`config.mk`:
```
export PLATFORM = sky130hd
export DESIGN_NAME = id_hazard_ctrl_flat
export DESIGN_NICKNAME = d
export VERILOG_FILES = /design/src/rtl/id_hazard_ctrl_if.sv /design/src/rtl/id_hazard_ctrl.sv /design/src/flat_wrapper.sv
export SDC_FILE = /design/constraint.sdc
export NUM_CORES = 1
export LEC_CHECK = 0
export CORE_ASPECT_RATIO = 0.75
export CORE_MARGIN = 2
export CORE_UTILIZATION = 39
export DETAILED_ROUTE_END_ITERATION = 16
export PLACE_DENSITY = 0.65
export SYNTH_ARGS = -nofsm -noshare
export SYNTH_HDL_FRONTEND = slang
export SYNTH_SLANG_ARGS = --single-unit
```
`constraint.sdc`:
```
create_clock -name clk -period 2.81 [get_ports clk]
set_input_delay 0.562 -clock clk [delete_from_list [all_inputs] [get_ports clk]]
set_output_delay 0.562 -clock clk [all_outputs]
set_load 0.005 [all_outputs]
```
`src/rtl/id_hazard_ctrl_if.sv`:
```
// ID-stage hazard control bus: decode-stage instruction fields in,
// pipeline enable/flush/bubble controls and stall statistics out.
interface id_hazard_ctrl_if;
  logic        id_valid;
  logic [4:0]  id_opcode;
  logic [4:0]  id_rs1;
  logic [4:0]  id_rs2;
  logic [4:0]  id_rd;
  logic        ex_branch_taken;
  logic        mem_stall;
  logic        pc_en;
  logic        ifid_en;
  logic        ifid_flush;
  logic        idex_bubble;
  logic [15:0] stall_cycles;

  modport master (
    output id_valid, id_opcode, id_rs1, id_rs2, id_rd, ex_branch_taken, mem_stall,
    input  pc_en, ifid_en, ifid_flush, idex_bubble, stall_cycles
  );

  modport slave (
    input  id_valid, id_opcode, id_rs1, id_rs2, id_rd, ex_branch_taken, mem_stall,
    output pc_en, ifid_en, ifid_flush, idex_bubble, stall_cycles
  );
endinterface

```
`src/rtl/id_hazard_ctrl.sv`:
```
// ID-stage load-use hazard controller: per-register load scoreboard,
// pipeline freeze/flush/stall arbitration and a saturating stall counter.
module id_hazard_ctrl #(
  parameter int unsigned LOAD_LAT = 1
) (
  input  logic          clk,
  input  logic          rst,
  id_hazard_ctrl_if.slave bus
);

  typedef enum logic [1:0] {
    ACT_NORMAL,
    ACT_FREEZE,
    ACT_FLUSH,
    ACT_STALL
  } act_t;

  localparam logic [4:0] OPC_LOAD   = 5'b00000;
  localparam logic [4:0] OPC_LUI    = 5'b01101;
  localparam logic [4:0] OPC_AUIPC  = 5'b00101;
  localparam logic [4:0] OPC_JAL    = 5'b11011;
  localparam logic [4:0] OPC_OP     = 5'b01100;
  localparam logic [4:0] OPC_STORE  = 5'b01000;
  localparam logic [4:0] OPC_BRANCH = 5'b11000;
  localparam logic [1:0] LAT_INIT   = 2'(LOAD_LAT);

  logic [31:0][1:0] cnt_q, cnt_d;
  logic [15:0]      stall_q, stall_d;
  logic             rs1_used, rs2_used, hazard;
  act_t             act;

  always_comb begin
    rs1_used = !(bus.id_opcode inside {OPC_LUI, OPC_AUIPC, OPC_JAL});
    rs2_used = bus.id_opcode inside {OPC_OP, OPC_STORE, OPC_BRANCH};
    hazard   = bus.id_valid &
               ((rs1_used && (cnt_q[bus.id_rs1] != '0)) ||
                (rs2_used && (cnt_q[bus.id_rs2] != '0)));
  end

  always_comb begin
    if (bus.mem_stall)            act = ACT_FREEZE;
    else if (bus.ex_branch_taken) act = ACT_FLUSH;
    else if (hazard)              act = ACT_STALL;
    else                          act = ACT_NORMAL;
  end

  always_comb begin
    bus.pc_en       = 1'b1;
    bus.ifid_en     = 1'b1;
    bus.ifid_flush  = 1'b0;
    bus.idex_bubble = 1'b0;
    unique case (act)
      ACT_FREEZE: begin
        bus.pc_en   = 1'b0;
        bus.ifid_en = 1'b0;
      end
      ACT_FLUSH: begin
        bus.ifid_flush  = 1'b1;
        bus.idex_bubble = 1'b1;
      end
      ACT_STALL: begin
        bus.pc_en       = 1'b0;
        bus.ifid_en     = 1'b0;
        bus.idex_bubble = 1'b1;
      end
      default: ;
    endcase
    bus.stall_cycles = stall_q;
  end

  // Decrement first, then let an issuing write to rd override its own entry.
  always_comb begin
    cnt_d   = cnt_q;
    stall_d = stall_q;
    if (act != ACT_FREEZE) begin
      for (int unsigned i = 0; i < 32; i++) begin
        if (cnt_q[i] != '0) cnt_d[i] = cnt_q[i] - 2'd1;
      end
      if (act == ACT_NORMAL && bus.id_valid && bus.id_rd != '0) begin
        cnt_d[bus.id_rd] = (bus.id_opcode == OPC_LOAD) ? LAT_INIT : '0;
      end
    end
    cnt_d[0] = '0;
    if (act == ACT_STALL && stall_q != '1) stall_d = stall_q + 16'd1;
  end

  always_ff @(posedge clk) begin
    if (rst) begin
      cnt_q   <= '0;
      stall_q <= '0;
    end else begin
      cnt_q   <= cnt_d;
      stall_q <= stall_d;
    end
  end

endmodule

```
`src/flat_wrapper.sv`:
```
// flat-port wrapper written by rule: the top's interface ports become plain ports
module id_hazard_ctrl_flat 
#(
  parameter int unsigned LOAD_LAT = 1
)
  (clk, rst, bus_id_valid, bus_id_opcode, bus_id_rs1, bus_id_rs2, bus_id_rd, bus_ex_branch_taken, bus_mem_stall, bus_pc_en, bus_ifid_en, bus_ifid_flush, bus_idex_bubble, bus_stall_cycles);
  id_hazard_ctrl_if bus_i ();
  input  logic clk;
  input  logic rst;
  input wire logic [$bits(bus_i.id_valid)-1:0] bus_id_valid;
  input wire logic [$bits(bus_i.id_opcode)-1:0] bus_id_opcode;
  input wire logic [$bits(bus_i.id_rs1)-1:0] bus_id_rs1;
  input wire logic [$bits(bus_i.id_rs2)-1:0] bus_id_rs2;
  input wire logic [$bits(bus_i.id_rd)-1:0] bus_id_rd;
  input wire logic [$bits(bus_i.ex_branch_taken)-1:0] bus_ex_branch_taken;
  input wire logic [$bits(bus_i.mem_stall)-1:0] bus_mem_stall;
  output wire logic [$bits(bus_i.pc_en)-1:0] bus_pc_en;
  output wire logic [$bits(bus_i.ifid_en)-1:0] bus_ifid_en;
  output wire logic [$bits(bus_i.ifid_flush)-1:0] bus_ifid_flush;
  output wire logic [$bits(bus_i.idex_bubble)-1:0] bus_idex_bubble;
  output wire logic [$bits(bus_i.stall_cycles)-1:0] bus_stall_cycles;
  assign bus_i.id_valid = bus_id_valid;
  assign bus_i.id_opcode = bus_id_opcode;
  assign bus_i.id_rs1 = bus_id_rs1;
  assign bus_i.id_rs2 = bus_id_rs2;
  assign bus_i.id_rd = bus_id_rd;
  assign bus_i.ex_branch_taken = bus_ex_branch_taken;
  assign bus_i.mem_stall = bus_mem_stall;
  assign bus_pc_en = bus_i.pc_en;
  assign bus_ifid_en = bus_i.ifid_en;
  assign bus_ifid_flush = bus_i.ifid_flush;
  assign bus_idex_bubble = bus_i.idex_bubble;
  assign bus_stall_cycles = bus_i.stall_cycles;
  id_hazard_ctrl #(.LOAD_LAT(LOAD_LAT)) u_core (.clk(clk), .rst(rst), .bus(bus_i));
endmodule
```
==> flow_summary_export.csv, run 1 <==
group,metric,value,unit
run_status,outcome,"finished with violations",
run_status,violations,"setup timing",
routing,num_vias,4892,
timing,max_freq,335,MHz
setup_path,path_cells,"or2_4, mux4_2, a221o_1, o221ai_2, o22a_2, buf_4, nor3b_2, nor2_2, buf_2",
timing,final.setup.worst_slack,-0.175,ns
timing,rsz0062_at_grt,"true",
global_route,first_global_vias,4611,
setup_path,end_kind,"primary output",
floorplan,fp.dieH,97.6,um
logic_synthesis,synth_seq_cells,78,
cells_and_area,final_area,6170,um2
run,drv_cap,0,
clock_tree,htree_levels,3,
logic_synthesis,synthDistinctLibCells,63,
power_and_ir_drop,power.density,433,nW/um2
timing,period_minus_slack,2.99,ns
clock_tree,clk_root_buffer_cell,"clkbuf_16",
clock_tree,clock_sinks,78,
logic_synthesis,yosys_warnings,0,
cells_and_area,final_common_cell,"buf_4",
global_route,grtUsageTotal,0.237,
floorplan,std_cell_rows,34,
global_route,antenna_found_initial,0,
power_and_ir_drop,p_sw_frac,0.248,
placement,numPortBuffers,44,
routing,wl,14500,um
setup_path,start_kind,"flip-flop",
routing,via_per_inst,5.73,
timing,skew,0.00917,ns
logic_synthesis,synthCells,588,
power_and_ir_drop,p_seq_frac,0.415,
hold_path,hp-class,"reg2reg",
cells_and_area,n_antenna_cell,0,
timing,slew_headroom,0.668,
setup_path,worst-endpoint-arrival,2.42,ns
setup_path,r2r_slack,-0.05,ns
setup_path,critPathKind,"reg2out",
cells_and_area,area_growth,35.3,%
logic_synthesis,synth.top_cell.area_share,0.343,
routing,route.detailed.drc,0,
logic_synthesis,synth_area_per_cell,7.75,um2
placement,globalplace.congestion,0.879,
timing,finalCritPeriodShare,1.06,
logic_synthesis,netlist.top_cell.by_area,"dfxtp_1",
power_and_ir_drop,vdd_drop_max,0.280,mV
placement,dp_hpwl,10600,um
routing,dr.pass1.iters,5,
logic_synthesis,synth.net_count,614,
logic_synthesis,ys_seq_area_frac,0.343,
global_route,grt_pass1_wl,23600,um
timing,tightest_slew,0.494,ns
setup_path,cp_max_fo,2,
setup_path,cpMaxStageDelayCell,"mux4_2",
global_route,grt_start_max_net_pins,38,
placement,placed_area,5730,um2
logic_synthesis,async_flop_share,0,
power_and_ir_drop,p_leak,0.00233,uW
power_and_ir_drop,power.internal,2010,uW
global_route,gr-total-overflow,0,
cells_and_area,final_nets,732,
power_and_ir_drop,p_comb_frac,0.117,
clock_tree,clk_pin_slew,0.06,ns
floorplan,start_util,0.397,
cells_and_area,fin_cells,854,
clock_tree,cts_buffer_depth,2,
routing,wl_per_cell,17.0,um
clock_tree,cts_tree,"yes",
floorplan,io_pins,45,
clock_tree,cts_hold_buf,0,
power_and_ir_drop,p_sw,664,uW
logic_synthesis,yosys-top-cells-area,"dfxtp_1 (34%), nor2_1 (7.2%), nand2_1 (6.2%)",
setup_path,crit_family,"compound AO/OA/AOI/OAI gates",
clock_tree,clkLatencyLatePin,0.34,ns
timing,drv_slew,0,
setup_path,cpPeakStageDelay,0.47,ns
cells_and_area,layout-drive-gt1-share,0.249,
logic_synthesis,synth_area,4560,um2
setup_path,cp_data_required_time,2.25,ns
logic_synthesis,synth_edf_count,0,
routing,initialDrtViolationCount,396,
timing,tns,-0.789,ns
floorplan,fp.dieArea,12600,um2
routing,ant_nets,0,
timing,whs,0.448,ns
cells_and_area,final_cell_mix,"buf_4 (95), nor2_1 (84), nand2_1 (74)",
clock_tree,cts_buffers,9,
logic_synthesis,synth_top_flop_cell,"dfxtp_1",
timing,setup_viol,19,
floorplan,core_region_area,11500,um2
setup_path,crit_buf_inv,2,
power_and_ir_drop,pwr-share-clk,0.467,
placement,placed_cells,833,
timing,hold_viol_final,0,
floorplan,die_w,129,um
flip-flops by register name, summed over array words and instances, names as in the netlist:
name and count:
u_core.cnt_q 62, u_core.bus.stall_cycles 16
final cells by class:
type,count,area (um2)
multi-input cells,460,2840
well taps,144,180
clock buffers,11,233
fillers,1097,5320
flip-flops and latches,78,1570
repair buffers,146,1230
inverters,11,41.3
clock inverters,4,72.6
worst paths after layout:
check / start / to / cells past startpoint
max: u_core.cnt_q[15] / bus_ifid_en / 9
min: u_core.cnt_q[27] / u_core.cnt_q[27] / 2
max reg2reg: u_core.cnt_q[15] / u_core.cnt_q[22] / 11
min reg2reg: u_core.cnt_q[27] / u_core.cnt_q[27] / 2
metal layers:
layer	vias to the layer above	wire length, um	GRT usage
met5	-	0	0
met4	0	232	0.0560
met3	21	1130	0.0628
met2	195	6530	0.374
met1	2331	6620	0.323
li1	2345	-	-
through the flow:
stage,util,setup slack (ns),total power (uW)
final,0.537,-0.175,2670
after global routing,0.537,-0.256,2770
after CTS,0.532,-0.205,2680
after detailed placement,0.499,-0.923,1420
after global placement,0.499,-0.932,1420
after floorplan,-,0.00438,1300
worst min-delay path, stage by stage, from the launching register on:
cell     delay [ns]
dfxtp_1        0.32
nand2_1        0.06
a21oi_1        0.03
synth_stat cells, drive strengths merged (2+ instances only):
cell / instances
nand4b: 2
mux2: 11
nand4: 9
o2111a: 2
a31oi: 6
a311o: 3
and2: 2
nand3: 19
o221ai: 2
nor3: 19
or3: 4
o31ai: 5
mux2i: 5
nor3b: 20
nor2: 88
o211ai: 6
nor4: 3
and3: 7
dfxtp: 78
clkbuf: 27
a211o: 2
mux4: 9
o41ai: 4
inv: 10
xnor2: 11
o21a: 3
o21ai: 30
buf: 12
nand2b: 4
nor2b: 13
nand3b: 2
nor4b: 3
a21oi: 56
a211oi: 8
or2: 6
a221o: 5
nand2: 77
o2bb2a: 2
a2111oi: 3
power groups by stage:
stage / Combinational [uW] / Clock (uW) / Sequential [uW]
after floorplan: 166 / 0 / 1130
after global placement: 282 / 0 / 1130
after detailed placement: 283 / 0 / 1140
after CTS: 299 / 1270 / 1110
after global routing: 338 / 1320 / 1110
final: 314 / 1250 / 1110
cell families after synthesis:
group           Yosys count  share of synthesized area
compound gates          141                      0.196
fa+ha+maj                 1                    0.00274
simple gates            282                      0.305
mux                      25                     0.0834
xor+xnor                 11                     0.0211
buf+inv                  50                     0.0497
flops                    78                      0.343
repair_timing:
action,in CTS,in global routing
gates cloned,1,0
endpoints found under the setup margin,81,56
resized for setup,56,19
pin swaps,7,9
buffers inserted,5,2
No activity file was read; power rests on OpenSTA's default activity.
==> run 2, diff against run 1 <==
CORE_ASPECT_RATIO = 1.4   (was 0.75)
==> run 2 against run 1 <==
  * The flow still finishes with violations (setup timing)
  * Cell count grew 0.47%
  * Hold slack lost 0.00073 ns
  * Sequential share of layout area grew 0.23 points
  * Sequential power is essentially flat
  * Clock skew shrank 0.0017 ns
  * Die area is essentially flat
  * Clock power shrank 14%
  * Critical endpoint unchanged
  * Highest routed layer unchanged
==> flow_summary_export.csv, run 2 (synthesized netlist as in run 1, its figures left out) <==
group,metric,value,unit
setup_path,path_cells,"or2_4, mux4_2, a221o_1, o221ai_2, o22a_2, buf_6, nor3b_2, nor2_1, buf_2",
timing,slew_headroom,0.367,
setup_path,crit_start,"u_core.cnt_q[15]",
floorplan,io_pins,45,
timing,tns,-0.701,ns
routing,initialDrtViolationCount,356,
routing,via_per_inst,5.69,
global_route,gr-total-overflow,0,
floorplan,die_w,95.4,um
routing,num_vias,4883,
cells_and_area,n_antenna_cell,0,
clock_tree,cts_buffers,9,
floorplan,fp.dieH,132,um
clock_tree,htree_levels,3,
routing,route.detailed.drc,0,
setup_path,end_kind,"primary output",
floorplan,core_region_area,11300,um2
clock_tree,clk_pin_slew,0.06,ns
cells_and_area,largest_reg_flops,62,
setup_path,crit_buf_inv,2,
power_and_ir_drop,power.density,408,nW/um2
cells_and_area,fillerInstances,1080,
clock_tree,cts_tree,"yes",
routing,wl,14700,um
timing,hold_viol_final,0,
setup_path,cp_max_fo,2,
cells_and_area,post-route-util,0.538,
floorplan,fp.dieArea,12600,um2
timing,final.setup.worst_slack,-0.188,ns
timing,tightest_slew,0.949,ns
floorplan,std_cell_rows,46,
global_route,grtUsageTotal,0.240,
global_route,grt_pass1_wl,23700,um
cells_and_area,area_growth,33.9,%
placement,numPortBuffers,44,
hold_path,hp-class,"reg2reg",
placement,globalplace.congestion,0.910,
cells_and_area,multi_input_area,2850,um2
timing,setup_viol,10,
setup_path,reg2reg_from,"u_core.cnt_q[15]",
hold_path,hp-start,"u_core.cnt_q[47]",
timing,rsz0062_at_grt,"true",
timing,skew,0.00746,ns
cells_and_area,layout-drive-gt1-share,0.252,
routing,ant_nets,0,
clock_tree,cts_hold_buf,0,
cells_and_area,final_common_cell,"buf_4",
routing,wl_per_cell,17.1,um
setup_path,cpPeakStageDelay,0.48,ns
global_route,antenna_found_initial,0,
run,drv_cap,0,
global_route,grt_start_max_net_pins,45,
cells_and_area,final_nets,735,
clock_tree,clkLatencyLatePin,0.34,ns
timing,max_freq,334,MHz
floorplan,start_util,0.402,
setup_path,worst-endpoint-arrival,2.44,ns
placement,dp_slack,-0.865,ns
cells_and_area,final_cell_mix,"buf_4 (97), nor2_1 (87), nand2_1 (74), dfxtp_1 (74), a21oi_1 (56)",
setup_path,cpMaxStageDelayCell,"mux4_2",
setup_path,crit_family,"compound AO/OA/AOI/OAI gates",
run_status,violations,"setup timing",
placement,dp_hpwl,10800,um
global_route,first_global_vias,4828,
power_and_ir_drop,vdd_drop_max,0.341,mV
clock_tree,cts_buffer_depth,2,
cells_and_area,seqCellArea,1570,um2
setup_path,critPathKind,"reg2out",
run_status,outcome,"finished with violations",
clock_tree,clock_sinks,78,
cells_and_area,regMostFlops,"u_core.cnt_q",
cells_and_area,fin_cells,858,
timing,finalCritPeriodShare,1.07,
timing,period_minus_slack,3.00,ns
setup_path,start_kind,"flip-flop",
routing,dr.pass1.iters,5,
placement,placed_cells,836,
clock_tree,clk_root_buffer_cell,"clkbuf_16",
setup_path,cp_data_required_time,2.25,ns
power_and_ir_drop,p_leak,0.00231,uW
timing,drv_slew,0,
[run 2: final cells by class]
| cell class | instances | area share |
|---|---|---|
| multi-input combinational | 460 | 0.466 |
| inverter | 11 | 0.00677 |
| tap | 144 | 0.0295 |
| clock inverter | 6 | 0.00636 |
| timing repair buffer | 149 | 0.197 |
| clock buffer | 10 | 0.0375 |
| sequential | 78 | 0.257 |
[run 2: what timing repair did]
action,4_1_cts,5_1_grt
gates resized for setup,45,22
setup endpoints to repair,81,64
buffers inserted,3,2
gates cloned,1,0
pin swaps,7,8
[run 2: per-stage QoR]
stage / instance area (um2) / hold slack, ns / total power, uW
after floorplan: 4610 / 0.418 / 1300
after global placement: 5740 / 0.433 / 1420
after detailed placement: 5740 / 0.441 / 1420
after CTS: 6080 / 0.449 / 2500
after global routing: 6100 / 0.482 / 2570
final: 6100 / 0.447 / 2490
[run 2: path summary, 6_finish.rpt]
kind	end	slack [ns]	cells past startpoint
hold / removal	u_core.cnt_q[47]	0.45	2
setup / recovery	bus_ifid_en	-0.19	9
setup reg to reg	u_core.cnt_q[48]	-0.06	10
hold reg to reg	u_core.cnt_q[47]	0.45	2
[run 2: layer usage]
layer | up-vias | track usage | routed length [um]
met1 | 2317 | 0.282 | 5740
met4 | 0 | 0.107 | 587
li1 | 2353 | - | -
met5 | - | 0 | 0
met3 | 42 | 0.0412 | 836
met2 | 171 | 0.419 | 7490
[run 2: worst reg2reg max path, delay by kind of cell (launching register included)]
family,cells,cell delay [ns]
and+or+nand+nor,3,0.63
muxes,2,0.84
AOI/OAI and AO/OA,3,0.62
DFF,1,0.32
buffers and inverters,2,0.37
[run 2: power by group]
part | switching (uW) | leakage (uW) | internal, uW
Sequential | 2.94 | 0.000630 | 1110
Clock | 471 | 0.000128 | 595
Combinational | 185 | 0.00155 | 126
==> run 3, diff against run 2 <==
CORE_MARGIN = 5   (was 2)
==> run 3 against run 2 <==
  * The run still ends with setup timing left
  * Critical path depth stayed put
  * Power is 5.3% higher
  * Non-clock buffer count is 11 lower
  * Global-route usage is 2.7 points lower
  * Clock power is 13% higher
  * Utilization is 0.40 points lower
  * Die area is 11% higher
  * Clock skew is 0.0027 ns higher
  * Critical path type unchanged
  * Highest routed layer unchanged
==> flow_summary_export.csv, run 3 (synthesized netlist as in run 1, its figures left out) <==
group,metric,value,unit
run_status,outcome,"finished with violations",
run_status,violations,"setup timing",
timing,skew,0.0101,ns
routing,initialDrtViolationCount,319,
routing,num_vias,4744,
routing,ant_nets,0,
global_route,antenna_found_initial,0,
global_route,grt_pass1_wl,23100,um
timing,period_minus_slack,2.89,ns
cells_and_area,final_common_cell,"buf_4",
global_route,grt_start_max_net_pins,45,
clock_tree,cts_buffer_depth,2,
timing,drv_slew,0,
cells_and_area,final_area,6090,um2
clock_tree,clkLatencyLatePin,0.34,ns
clock_tree,htree_levels,3,
global_route,busiest_layer,"met2",
clock_tree,clock_sinks,78,
floorplan,die_w,101,um
cells_and_area,regMostFlops,"u_core.cnt_q",
timing,setup_viol,7,
setup_path,start_kind,"flip-flop",
clock_tree,clk_root_buffer_cell,"clkbuf_16",
setup_path,cp_common_cell,"nor2_1",
cells_and_area,n_antenna_cell,0,
power_and_ir_drop,power.density,430,nW/um2
power_and_ir_drop,p_sw,630,uW
power_and_ir_drop,power.internal,1990,uW
power_and_ir_drop,p_seq_frac,0.424,
setup_path,cp_data_required_time,2.25,ns
power_and_ir_drop,p_leak,0.00226,uW
floorplan,start_util,0.400,
routing,wl,14500,um
global_route,first_global_vias,4727,
hold_path,holdPathStages,2,
timing,rsz0062_at_grt,"true",
clock_tree,cts_tree,"yes",
setup_path,path_cells,"or2_4, mux4_2, a221o_1, o221ai_2, o22a_2, nor2b_1, nor2_1, nor2_1, buf_2",
placement,dp_hpwl,10800,um
floorplan,fp.dieArea,14000,um2
floorplan,core_region_area,11400,um2
cells_and_area,fillerInstances,1065,
placement,placed_cells,830,
clock_tree,cts_hold_buf,0,
global_route,gr-total-overflow,0,
routing,dr.pass1.iters,5,
routing,wl_per_cell,17.1,um
cells_and_area,largest_reg_flops,62,
cells_and_area,final_cell_mix,"buf_4 (90), nor2_1 (88), dfxtp_1 (77)",
cells_and_area,final_nets,724,
setup_path,cp_max_fo,3,
timing,final.setup.worst_slack,-0.0775,ns
hold_path,hp-class,"reg2reg",
floorplan,fp.dieH,138,um
setup_path,critPathKind,"reg2out",
floorplan,std_cell_rows,46,
global_route,use_met2,0.359,
clock_tree,cts_buffers,9,
setup_path,cp.depth,9,
setup_path,end_kind,"primary output",
placement,numPortBuffers,44,
routing,via_per_inst,5.60,
timing,slew_headroom,0.604,
setup_path,cpPeakStageDelay,0.46,ns
timing,max_freq,346,MHz
clock_tree,clk_pin_slew,0.06,ns
timing,hold_viol_final,0,
floorplan,io_pins,45,
power_and_ir_drop,vdd_drop_max,0.258,mV
setup_path,worst-endpoint-arrival,2.33,ns
cells_and_area,layout-drive-gt1-share,0.228,
routing,route.detailed.drc,0,
power_and_ir_drop,p_sw_frac,0.240,
global_route,met1_usage,0.242,
global_route,grtUsageTotal,0.213,
cells_and_area,fin_cells,847,
timing,finalCritPeriodShare,1.03,
cells_and_area,area_growth,33.6,%
setup_path,reg2reg_depth,9,
placement,globalplace.congestion,0.887,
timing,tightest_slew,0.593,ns
global_route,grt_use_met3,0.0493,
setup_path,crit_buf_inv,1,
setup_path,cpMaxStageDelayCell,"mux4_2",
run,drv_cap,0,
setup_path,crit_family,"compound AO/OA/AOI/OAI gates",
placement,placed_area,5710,um2
power_and_ir_drop,pwr-share-clk,0.462,
power_and_ir_drop,p_comb_frac,0.114,
run 3: changes by cell type in the layout (fill, tap and decap cells not counted), sizes merged, moves of 2 or more:
cell	delta
clkinvlp	-2
clkinv	-3
clkdlybuf4s15	+2
buf	-12
dlymetal6s2s	-2
clkdlybuf4s50	+2
run 3: worst paths after layout:
kind | slack (ns) | to | from
setup / recovery | -0.08 | bus_idex_bubble | u_core.cnt_q[14]
hold / removal | 0.45 | u_core.cnt_q[27] | u_core.cnt_q[27]
setup reg to reg | -0.03 | u_core.cnt_q[62] | u_core.cnt_q[14]
hold reg to reg | 0.45 | u_core.cnt_q[27] | u_core.cnt_q[27]
run 3: worst register-to-register path: stages (launching register included):
cell and delay (ns):
dfxtp_1 0.31, or2_4 0.26, mux4_2 0.46, a221o_1 0.32, o221ai_2 0.07, o22a_2 0.25, buf_6 0.30, nand2_2 0.25
buf_4 0.22, o41ai_1 0.30
run 3: power by group through the flow:
| stage | Clock [uW] | Combinational [uW] | Sequential (uW) |
|---|---|---|---|
| finish | 1210 | 299 | 1110 |
| global route | 1270 | 320 | 1110 |
| CTS | 1230 | 296 | 1110 |
| detailed placement | 0 | 288 | 1140 |
| global placement | 0 | 284 | 1130 |
| floorplan | 0 | 166 | 1130 |
run 3: area by class of cell:
class                           count  area (um2)  area share
Tap cell                          144         180      0.0296
Clock inverter                      2        38.8     0.00637
Timing Repair Buffer              138        1150       0.189
Inverter                           11        41.3     0.00678
Multi-Input combinational cell    460        2840       0.467
Sequential cell                    78        1560       0.257
Clock buffer                       14         274      0.0450
run 3: routing by layer:
| layer | wire length (um) | up-vias |
|---|---|---|
| li1 | - | 2332 |
| met1 | 5870 | 2229 |
| met2 | 7160 | 142 |
| met3 | 676 | 41 |
| met4 | 799 | 0 |
| met5 | 0 | - |
run 3: through the flow:
step / utilization / hold WS (ns) / total power (uW) / setup TNS, ns / setup slack, ns
floorplan: - / 0.418 / 1300 / 0 / 0.00438
global placement: 0.501 / 0.433 / 1420 / -54.44 / -0.882
detailed placement: 0.501 / 0.439 / 1420 / -55.91 / -0.902
CTS: 0.534 / 0.449 / 2630 / -0.547 / -0.114
global route: 0.534 / 0.479 / 2700 / -4.47 / -0.227
finish: 0.534 / 0.451 / 2620 / -0.261 / -0.0775
run 3: repair_timing:
action                                  4_1_cts  5_1_grt
pin swaps                                     8        6
buffers inserted                              0        0
gates cloned                                  1        0
resized for setup                            44        7
endpoints found under the setup margin       81       59
